==> src/rtl/game_pkg.sv <==
// Shared definitions for the light-memory game: idle change code, switch
// front-end state encoding and the 25 MHz board timing defaults.
package game_pkg;

  localparam logic [3:0] CHANGE_IDLE = 4'b1111;

  localparam int DEBOUNCE_CYCLES_DEF = 250_000;
  localparam int HOLDOFF_CYCLES_DEF  = 2_500_000;
  localparam int TIMER_W_DEF         = 22;

  typedef enum logic [2:0] {
    INIT    = 3'd0,
    IDLE    = 3'd1,
    SETTLE  = 3'd2,
    EMIT    = 3'd3,
    HOLDOFF = 3'd4
  } sw_state_e;

  // Active-low toggle mask: a 0 marks every switch that differs.
  function automatic logic [3:0] change_code(input logic [3:0] prev_state,
                                             input logic [3:0] next_state);
    return ~(prev_state ^ next_state);
  endfunction

endpackage

==> src/rtl/sw_change_encoder_if.sv <==
// Switch front-end bus: raw switches and enable in, change code and busy out.
interface sw_change_encoder_if;
  logic [3:0] sw;
  logic       enable;
  logic [3:0] change;
  logic       busy;

  modport master (
    output sw,
    output enable,
    input  change,
    input  busy
  );

  modport slave (
    input  sw,
    input  enable,
    output change,
    output busy
  );
endinterface

==> src/rtl/sw_sync.sv <==
// Parameterised two-flop synchroniser for asynchronous level inputs
// (slide switches now, push buttons later).
module sw_sync #(
  parameter int W = 4
) (
  input  logic         clk,
  input  logic         rst,
  input  logic [W-1:0] d_i,
  output logic [W-1:0] q_o
);

  logic [W-1:0] s1_q;
  logic [W-1:0] s2_q;

  // Two metastability-settling stages, cleared together on reset.
  always_ff @(posedge clk) begin
    if (rst) begin
      s1_q <= '0;
      s2_q <= '0;
    end else begin
      s1_q <= d_i;
      s2_q <= s1_q;
    end
  end

  assign q_o = s2_q;

endmodule

==> src/rtl/sw_change_encoder.sv <==
// Debounces the four slide switches and reports each settled toggle as a
// one-cycle active-low change code, followed by a hold-off dead time.
module sw_change_encoder
  import game_pkg::*;
#(
  parameter int DEBOUNCE_CYCLES = DEBOUNCE_CYCLES_DEF,
  parameter int HOLDOFF_CYCLES  = HOLDOFF_CYCLES_DEF,
  parameter int TIMER_W         = TIMER_W_DEF
) (
  input  logic                clk,
  input  logic                rst,
  sw_change_encoder_if.slave  bus
);

  localparam logic [TIMER_W-1:0] INIT_WAIT    = TIMER_W'(2);
  localparam logic [TIMER_W-1:0] SETTLE_LOAD  = TIMER_W'(DEBOUNCE_CYCLES - 1);
  localparam logic [TIMER_W-1:0] HOLDOFF_LOAD = TIMER_W'(HOLDOFF_CYCLES - 1);
  localparam logic [TIMER_W-1:0] TIMER_ONE    = TIMER_W'(1);

  logic [3:0]         sw_s2;
  sw_state_e          state_q;
  logic [TIMER_W-1:0] timer_q;
  logic [3:0]         base_q;
  logic [3:0]         cand_q;
  logic [3:0]         change_q;
  logic               busy_q;

  sw_sync #(.W(4)) u_sync (
    .clk (clk),
    .rst (rst),
    .d_i (bus.sw),
    .q_o (sw_s2)
  );

  // Debounce / emit / hold-off sequencer; busy is registered with the state.
  always_ff @(posedge clk) begin
    if (rst) begin
      state_q  <= INIT;
      timer_q  <= INIT_WAIT;
      change_q <= CHANGE_IDLE;
      busy_q   <= 1'b0;
      base_q   <= 4'b0000;
      cand_q   <= 4'b0000;
    end else begin
      change_q <= CHANGE_IDLE;
      busy_q   <= 1'b0;
      case (state_q)
        INIT: begin
          // Power-on switch positions become the baseline, never an event.
          if (timer_q == '0) begin
            base_q  <= sw_s2;
            state_q <= IDLE;
          end else begin
            timer_q <= timer_q - TIMER_ONE;
          end
        end

        IDLE: begin
          if (!bus.enable) begin
            base_q <= sw_s2;
          end else if (sw_s2 != base_q) begin
            cand_q  <= sw_s2;
            timer_q <= SETTLE_LOAD;
            state_q <= SETTLE;
            busy_q  <= 1'b1;
          end else begin
            state_q <= IDLE;
          end
        end

        SETTLE: begin
          if (!bus.enable) begin
            base_q  <= sw_s2;
            state_q <= IDLE;
          end else if (sw_s2 == base_q) begin
            state_q <= IDLE;
          end else if (sw_s2 != cand_q) begin
            cand_q  <= sw_s2;
            timer_q <= SETTLE_LOAD;
            busy_q  <= 1'b1;
          end else if (timer_q == '0) begin
            state_q <= EMIT;
            busy_q  <= 1'b1;
          end else begin
            timer_q <= timer_q - TIMER_ONE;
            busy_q  <= 1'b1;
          end
        end

        EMIT: begin
          change_q <= change_code(base_q, cand_q);
          base_q   <= cand_q;
          timer_q  <= HOLDOFF_LOAD;
          state_q  <= HOLDOFF;
          busy_q   <= 1'b1;
        end

        HOLDOFF: begin
          // Anything flipped during the dead time is folded into the baseline.
          if (!bus.enable || (timer_q == '0)) begin
            base_q  <= sw_s2;
            state_q <= IDLE;
          end else begin
            timer_q <= timer_q - TIMER_ONE;
            busy_q  <= 1'b1;
          end
        end

        default: begin
          state_q <= INIT;
          timer_q <= INIT_WAIT;
        end
      endcase
    end
  end

  assign bus.change = change_q;
  assign bus.busy   = busy_q;

endmodule

==> src/flat_wrapper.sv <==
// flat-port wrapper written by rule: the top's interface ports become plain ports
module sw_change_encoder_flat import game_pkg::*;
#(
  parameter int DEBOUNCE_CYCLES = DEBOUNCE_CYCLES_DEF,
  parameter int HOLDOFF_CYCLES  = HOLDOFF_CYCLES_DEF,
  parameter int TIMER_W         = TIMER_W_DEF
)
  (clk, rst, bus_sw, bus_enable, bus_change, bus_busy);
  sw_change_encoder_if bus_i ();
  input  logic clk;
  input  logic rst;
  input wire logic [$bits(bus_i.sw)-1:0] bus_sw;
  input wire logic [$bits(bus_i.enable)-1:0] bus_enable;
  output wire logic [$bits(bus_i.change)-1:0] bus_change;
  output wire logic [$bits(bus_i.busy)-1:0] bus_busy;
  assign bus_i.sw = bus_sw;
  assign bus_i.enable = bus_enable;
  assign bus_change = bus_i.change;
  assign bus_busy = bus_i.busy;
  sw_change_encoder #(.DEBOUNCE_CYCLES(DEBOUNCE_CYCLES), .HOLDOFF_CYCLES(HOLDOFF_CYCLES), .TIMER_W(TIMER_W)) u_core (.clk(clk), .rst(rst), .bus(bus_i));
endmodule
==> config.mk <==
export PLATFORM = sky130hd
export DESIGN_NAME = sw_change_encoder_flat
export DESIGN_NICKNAME = d
export VERILOG_FILES = /design/src/rtl/game_pkg.sv /design/src/rtl/sw_change_encoder_if.sv /design/src/rtl/sw_sync.sv /design/src/rtl/sw_change_encoder.sv /design/src/flat_wrapper.sv
export SDC_FILE = /design/constraint.sdc
export NUM_CORES = 1
export LEC_CHECK = 0
export BUFFER_PORTS_ARGS = -buffer_cell sky130_fd_sc_hd__clkbuf_2
export CAP_MARGIN = 10
export CORE_MARGIN = 2
export CORE_UTILIZATION = 40
export CTS_BUF_LIST = sky130_fd_sc_hd__clkbuf_8
export DETAILED_ROUTE_END_ITERATION = 16
export HOLD_SLACK_MARGIN = 0.03
export PLACE_DENSITY_LB_ADDON = 0.1
export REMOVE_ABC_BUFFERS = 1
export SLEW_MARGIN = 40
export SYNTH_ARGS = -nofsm -noshare
export SYNTH_HDL_FRONTEND = slang
export SYNTH_SLANG_ARGS = --single-unit
export TNS_END_PERCENT = 20
==> constraint.sdc <==
create_clock -name clk -period 2.3 [get_ports clk]
set_clock_uncertainty 0.15 [all_clocks]
set_input_delay 0.46 -clock clk [delete_from_list [all_inputs] [get_ports clk]]
set_output_delay 0.46 -clock clk [all_outputs]
set_load 0.01 [all_outputs]
Yosys cells after proc, flatten, opt, wreduce, memory -nomap -nowiden
Index checks and enable logic that the tools add are counted.
- register bits after elaboration: 46
- bits of input ports: 7
- output and inout bits: 5
- word-level logic and storage cells: 75
- add/sub/neg operators: 1
- equal/unequal tests: 18
- muxes and demuxes: 33
- bitwise logic cells: 3
- reduce and logical (&&, ||, !) cells: 12
- operators by type and width (kind ; count):
    22-bit 2-to-1 mux ; 7
    22-bit one-hot mux with 5 select lines ; 1
    4-bit 2-to-1 mux ; 8
    22-bit logical NOT ; 1
    22-bit by 1-bit subtractor with 22-bit output, second input constant ; 1
    3-bit 2-to-1 mux ; 7
    4-bit one-hot mux with 4 select lines ; 1
    3-bit one-hot mux with 5 select lines ; 1
    2-bit inequality test, second input constant ; 5
    5-bit AND reduction ; 2
    2-bit by 1-bit inequality test with 1-bit output, second input constant ; 4
    4-bit inequality test ; 2
    4-bit one-hot mux with 2 select lines ; 1
    3-bit by 2-bit == test with 1-bit output, second input constant ; 2
    6-bit AND reduction ; 1
    1-bit 2-to-1 mux ; 5
    4-bit == test ; 1
    4-bit by 2-bit inequality test with 1-bit output, second input constant ; 1
    4-bit by 3-bit inequality test with 1-bit output, second input constant ; 1
    4-bit inverter ; 1
    1-bit one-hot mux with 4 select lines ; 1
    4-bit AND reduction ; 1
    4-bit nonzero test ; 1
    2-bit OR reduction ; 2
    9 further kinds ; 9

Logic depth before layout (Yosys ltp)
- depth in word-level cells: 6
- mapped depth: 9
- depth with buffers taken out: 8

Modules after synthesis
Synthesis repeated with hierarchy kept, for this count alone.
- cells, all modules: 316
- area total of the unflattened synthesis: 2571.2 um^2
- by module, submodules not included (module ; times used ; cells an instance ; area an instance (um^2) ; seq. area each (um^2)):
    sw_change_encoder ; 1 ; 300 ; 2361.0 ; 760.7
    sw_sync ; 1 ; 16 ; 210.2 ; 160.2

Least setup slack after synthesis
Ideal clock, no wire load.
- kind: reg2reg
- start point: reg u_core.timer_q[0]
- end point: reg u_core.timer_q[7]
- library setup time: 0.117 ns
- data arrival time: 2.058 ns
- required time: 2.033 ns
- path slack: -0.025 ns
- cell stages (with the launch flop): 10
- buffers on the path: 1
- clock period less this slack: 2.325 ns
- path through: dfxtp_1 > inv_1 > ha_1 > nor3b_1 > nand2_1 > or3_1 > buf_2 > a21oi_4 > o311ai_1 > a22o_1
- longest elaborated chain between the ends: 6
- elaborated cells on any way between the ends: 11
- those cells by class: add/sub: 1; eq/ne: 1; mux: 6; reduce/logical: 3
- RTL lines (element ; RTL line ; source):
    start, declared ; sw_change_encoder.sv:22 ; logic [TIMER_W-1:0] timer_q;
    start signal, assigned ; sw_change_encoder.sv:54 ; timer_q <= timer_q - TIMER_ONE;
    start signal, assigned ; sw_change_encoder.sv:85 ; timer_q <= timer_q - TIMER_ONE;
    start signal, assigned ; sw_change_encoder.sv:104 ; timer_q <= timer_q - TIMER_ONE;
    22-bit by 1-bit subtractor with 22-bit output / 22-bit logical NOT (equally long branches) ; n/a ;
    22-bit 2-to-1 mux ; sw_change_encoder.sv:50, sw_change_encoder.sv:81 ;
    22-bit 2-to-1 mux ; sw_change_encoder.sv:77 ; end else if (sw_s2 != cand_q) begin
    22-bit 2-to-1 mux ; sw_change_encoder.sv:75 ; end else if (sw_s2 == base_q) begin
    22-bit 2-to-1 mux ; sw_change_encoder.sv:72 ; if (!bus.enable) begin
    22-bit one-hot mux with 5 select lines ; sw_change_encoder.sv:47 ; case (state_q)
Several ways; a longest one is shown, not always the timed one. The select of a mux whose other input is x is not followed.
A chain may end at the register's enable or synchronous reset.

Final worst setup path
- start point: reg u_core.timer_q[1]
- end point: reg u_core.timer_q[0]
- longest elaborated chain between the ends: 6
- elaborated cells on any way between the ends: 9
- those cells by class: eq/ne: 1; mux: 5; reduce/logical: 3
- RTL lines (element ; RTL line):
    22-bit logical NOT * ; sw_change_encoder.sv:50, sw_change_encoder.sv:81, sw_change_encoder.sv:100
    22-bit 2-to-1 mux (4 in series) ; n/a
    22-bit one-hot mux with 5 select lines ; n/a
Mark *: on every way between the ends. The rest lies on a longest branch, timed or not. The select of a mux whose other input is x is not followed.

==> qor.csv <==
stage,metric,value,unit
status,status,finished clean,
timing,max_freq,450,MHz
timing,setup_viol,0,
setup_path,arrival,2310,ps
yosys,synthesis.area,2480,sq um
yosys,netlist_top_cells_area,"dfxtp_1 37%, nand2_1 5.1%, nor2_1 4.5%",
timing,hold-worst-slack,193,ps
timing,worstMarginPinSlew,459,ps
grt,grt_pass1_wl,11700,microns
routing,drc,0,
routing,viasPerCell,5.76,
grt,grt_overflow,0,
setup_path,cp_max_fo,4,
routing,wire_per_inst,16.3,microns
timing,min_period,2220,ps
timing,slew-limit-headroom,0.690,
routing,drt-total-wl,7280,microns
setup_path,r2r_start,u_core.timer_q[1],
yosys,ys_warn_count,0,
setup_path,startpoint_type,flop,
finish,diodes,0,
placed_design,dp_hpwl,5470,microns
setup_path,rrSetupSlack,80,ps
clock_network,holdBufCountCts,0,
clock_network,clk_path_buf_depth,2,
routing,first_pass_iters,5,
yosys,synth_cells,305,
clock_network,cts.sinks,46,
grt,grt_max_degree,27,
clock_network,h-tree-depth,2,
timing,tns,0,ps
routing,drt_iter0_drc,208,
routing,vias,2568,
yosys,synth.distinct_cells,53,
grt,grtUsageTotal,0.210,
placed_design,routabilityCongestion,0.939,
grt,antenna_found_initial,0,
floorplanning,die_h,82.8,microns
routing,ant_nets,0,
power,power.density,1280,nW/um^2
timing,post-route-period-util,0.966,
flow_run,drv_cap,0,
finish,drive_gt1_frac,0.296,
floorplanning,die_w,82.8,microns
yosys,yosys.area.top_type,dfxtp_1,
yosys,ys.flop_type,dfxtp_1,
setup_path,cp.required,2390,ps
yosys,synth-edff-count,0,
min_path,hp-class,primary input to flop,
setup_path,r2r_end,u_core.timer_q[0],
min_path,whs_endpoint,u_core.u_sync.s1_q[0],
clock_network,tritoncts,yes,
floorplanning,core,5960,sq um
clock_network,cts_setup_buffers,0,
min_path,hp-start,bus_sw[0],
clock_network,path_clk_slew,100,ps
yosys,synth-seq-cells,46,
floorplanning,dieArea,6860,sq um
yosys,yosysSeqAreaShare,0.371,
placed_design,io_buffers,11,
floorplanning,num_io_pins,12,
finish,area_growth,29.3,%
setup_path,criticalPathCategory,flop to flop,
power,ir_drop,599,uV
yosys,synth_top_area_frac,0.371,
timing,hold_violations,0,
yosys,async_flop_share,0,
floorplanning,rows,28,
finish,fin_nets,378,
clock_network,cts_made_buffers,5,
timing,slew_violations,0,
min_path,whs_path_depth,2,
setup_path,crit_path_end_kind,flop,
floorplanning,start_util,0.417,
grt,grt_pass1_vias,2225,
power,p_leak,1.35,nW
clock_network,worstSkewPairLatency,310,ps
setup_path,rr_worst_depth,10,
clock_network,cts_root_buf,clkbuf_8,
yosys,postSynthAreaPerCell,8.15,sq um
finish,nFillCells,574,
[per-stage QoR]
step           setup slack (ps)  area [sq um]  instances  power (mW)  utilization
3_3_place_gp              -51.0          3010        438        3.42        0.506
2_1_floorplan              -399          2410        292        2.40            -
5_1_grt                   -76.1          3210        446        4.42        0.539
3_5_place_dp               -105          3010        438        3.41        0.506
4_1_cts                   -1.75          3120        446        3.98        0.524
6_report                   78.3          3210        446        4.13        0.539
[sequential cells by signal, indices dropped and copies added, names as in the netlist]
name / cells
u_core.u_sync.q_o: 4
u_core.cand_q: 4
u_core.base_q: 4
u_core.timer_q: 22
u_core.state_q: 3
u_core.bus.change: 4
u_core.u_sync.s1_q: 4
u_core.bus.busy: 1
[power breakdown]
group / leakage [nW] / switching (mW) / internal (mW)
sequential: 0.375 / 0.159 / 0.962
clock: 0.0506 / 0.322 / 0.228
combinational: 0.922 / 1.30 / 1.15
total: 1.35 / 1.78 / 2.34
[layout make-up]
| class | instances | area, sq um | share of cell area |
|---|---|---|---|
| clock buffer | 5 | 68.8 | 0.0214 |
| clock inverter | 3 | 28.8 | 0.00896 |
| inverter | 10 | 37.5 | 0.0117 |
| multi-input combinational | 236 | 1550 | 0.482 |
| sequential | 46 | 925 | 0.288 |
| tap | 75 | 93.8 | 0.0292 |
| timing repair buffer | 71 | 509 | 0.158 |
[critical path, stage by stage, from the launching register on]
cell and delay, ps:
dfxtp_2 330, inv_2 60, ha_4 130, nor3b_4 260, nand2_1 110, buf_4 170, nor3_2 290, buf_4 180
a21oi_1 70, or3_1 310, o211ai_1 90
[worst max-delay path by stage]
stage                                     from  slack (ps)  depth (start not counted)                  to
after global routing         u_core.timer_q[1]         -80                         10   u_core.timer_q[8]
after CTS                    u_core.timer_q[0]          -2                          9  u_core.timer_q[17]
final                        u_core.timer_q[1]          80                         10   u_core.timer_q[0]
after detailed placement     u_core.timer_q[0]        -100                          9   u_core.timer_q[2]
after floorplan           u_core.u_sync.q_o[1]        -400                          6   u_core.timer_q[7]
after global placement    u_core.u_sync.q_o[1]         -50                          6   u_core.timer_q[2]
[cells by family after synthesis]
logic type / Yosys count / share of synthesized area
flip-flops: 46 / 0.371
AO/OA/AOI/OAI: 96 / 0.260
XOR/XNOR: 14 / 0.0493
adder cells (fa/ha/maj): 1 / 0.00503
multiplexers: 4 / 0.0161
buffers and inverters: 23 / 0.0438
AND/OR/NAND/NOR: 121 / 0.255
[synth_stat cells, types with 5 or more instances]
cell and number:
a21oi_1 19, a22o_1 8, buf_2 5, dfxtp_1 46, inv_1 10, nand2_1 34
nand3_1 7, nor2_1 30, nor2b_1 8, nor3_1 6, nor4_1 7, o21ai_0 22
o31ai_1 13, or3_1 7, xnor2_1 6, xor2_1 8
[layout by cell type (no fill, tap or decap), drive strengths merged, types with 11 or more instances in the layout]
cell | synthesis | layout
a21oi | 20 | 20
nor2 | 30 | 30
o31ai | 13 | 13
clkbuf | 5 | 16
buf | 8 | 60
nor3 | 11 | 11
nand2 | 35 | 35
dfxtp | 46 | 46
inv | 10 | 12
o21ai | 24 | 24
[layer usage]
| layer | routed length [microns] | global-route usage | up-vias |
|---|---|---|---|
| met5 | 0 | 0 | - |
| li1 | - | - | 1257 |
| met3 | 481 | 0.0457 | 16 |
| met4 | 155 | 0.0537 | 0 |
| met1 | 3550 | 0.322 | 1190 |
| met2 | 3100 | 0.295 | 105 |
[what timing repair did]
action,4_1_cts,5_1_grt
pin swaps,0,4
setup endpoints to repair,25,23
gates resized for setup,3,22
Note: power is estimated with default switching activity, not from simulation.
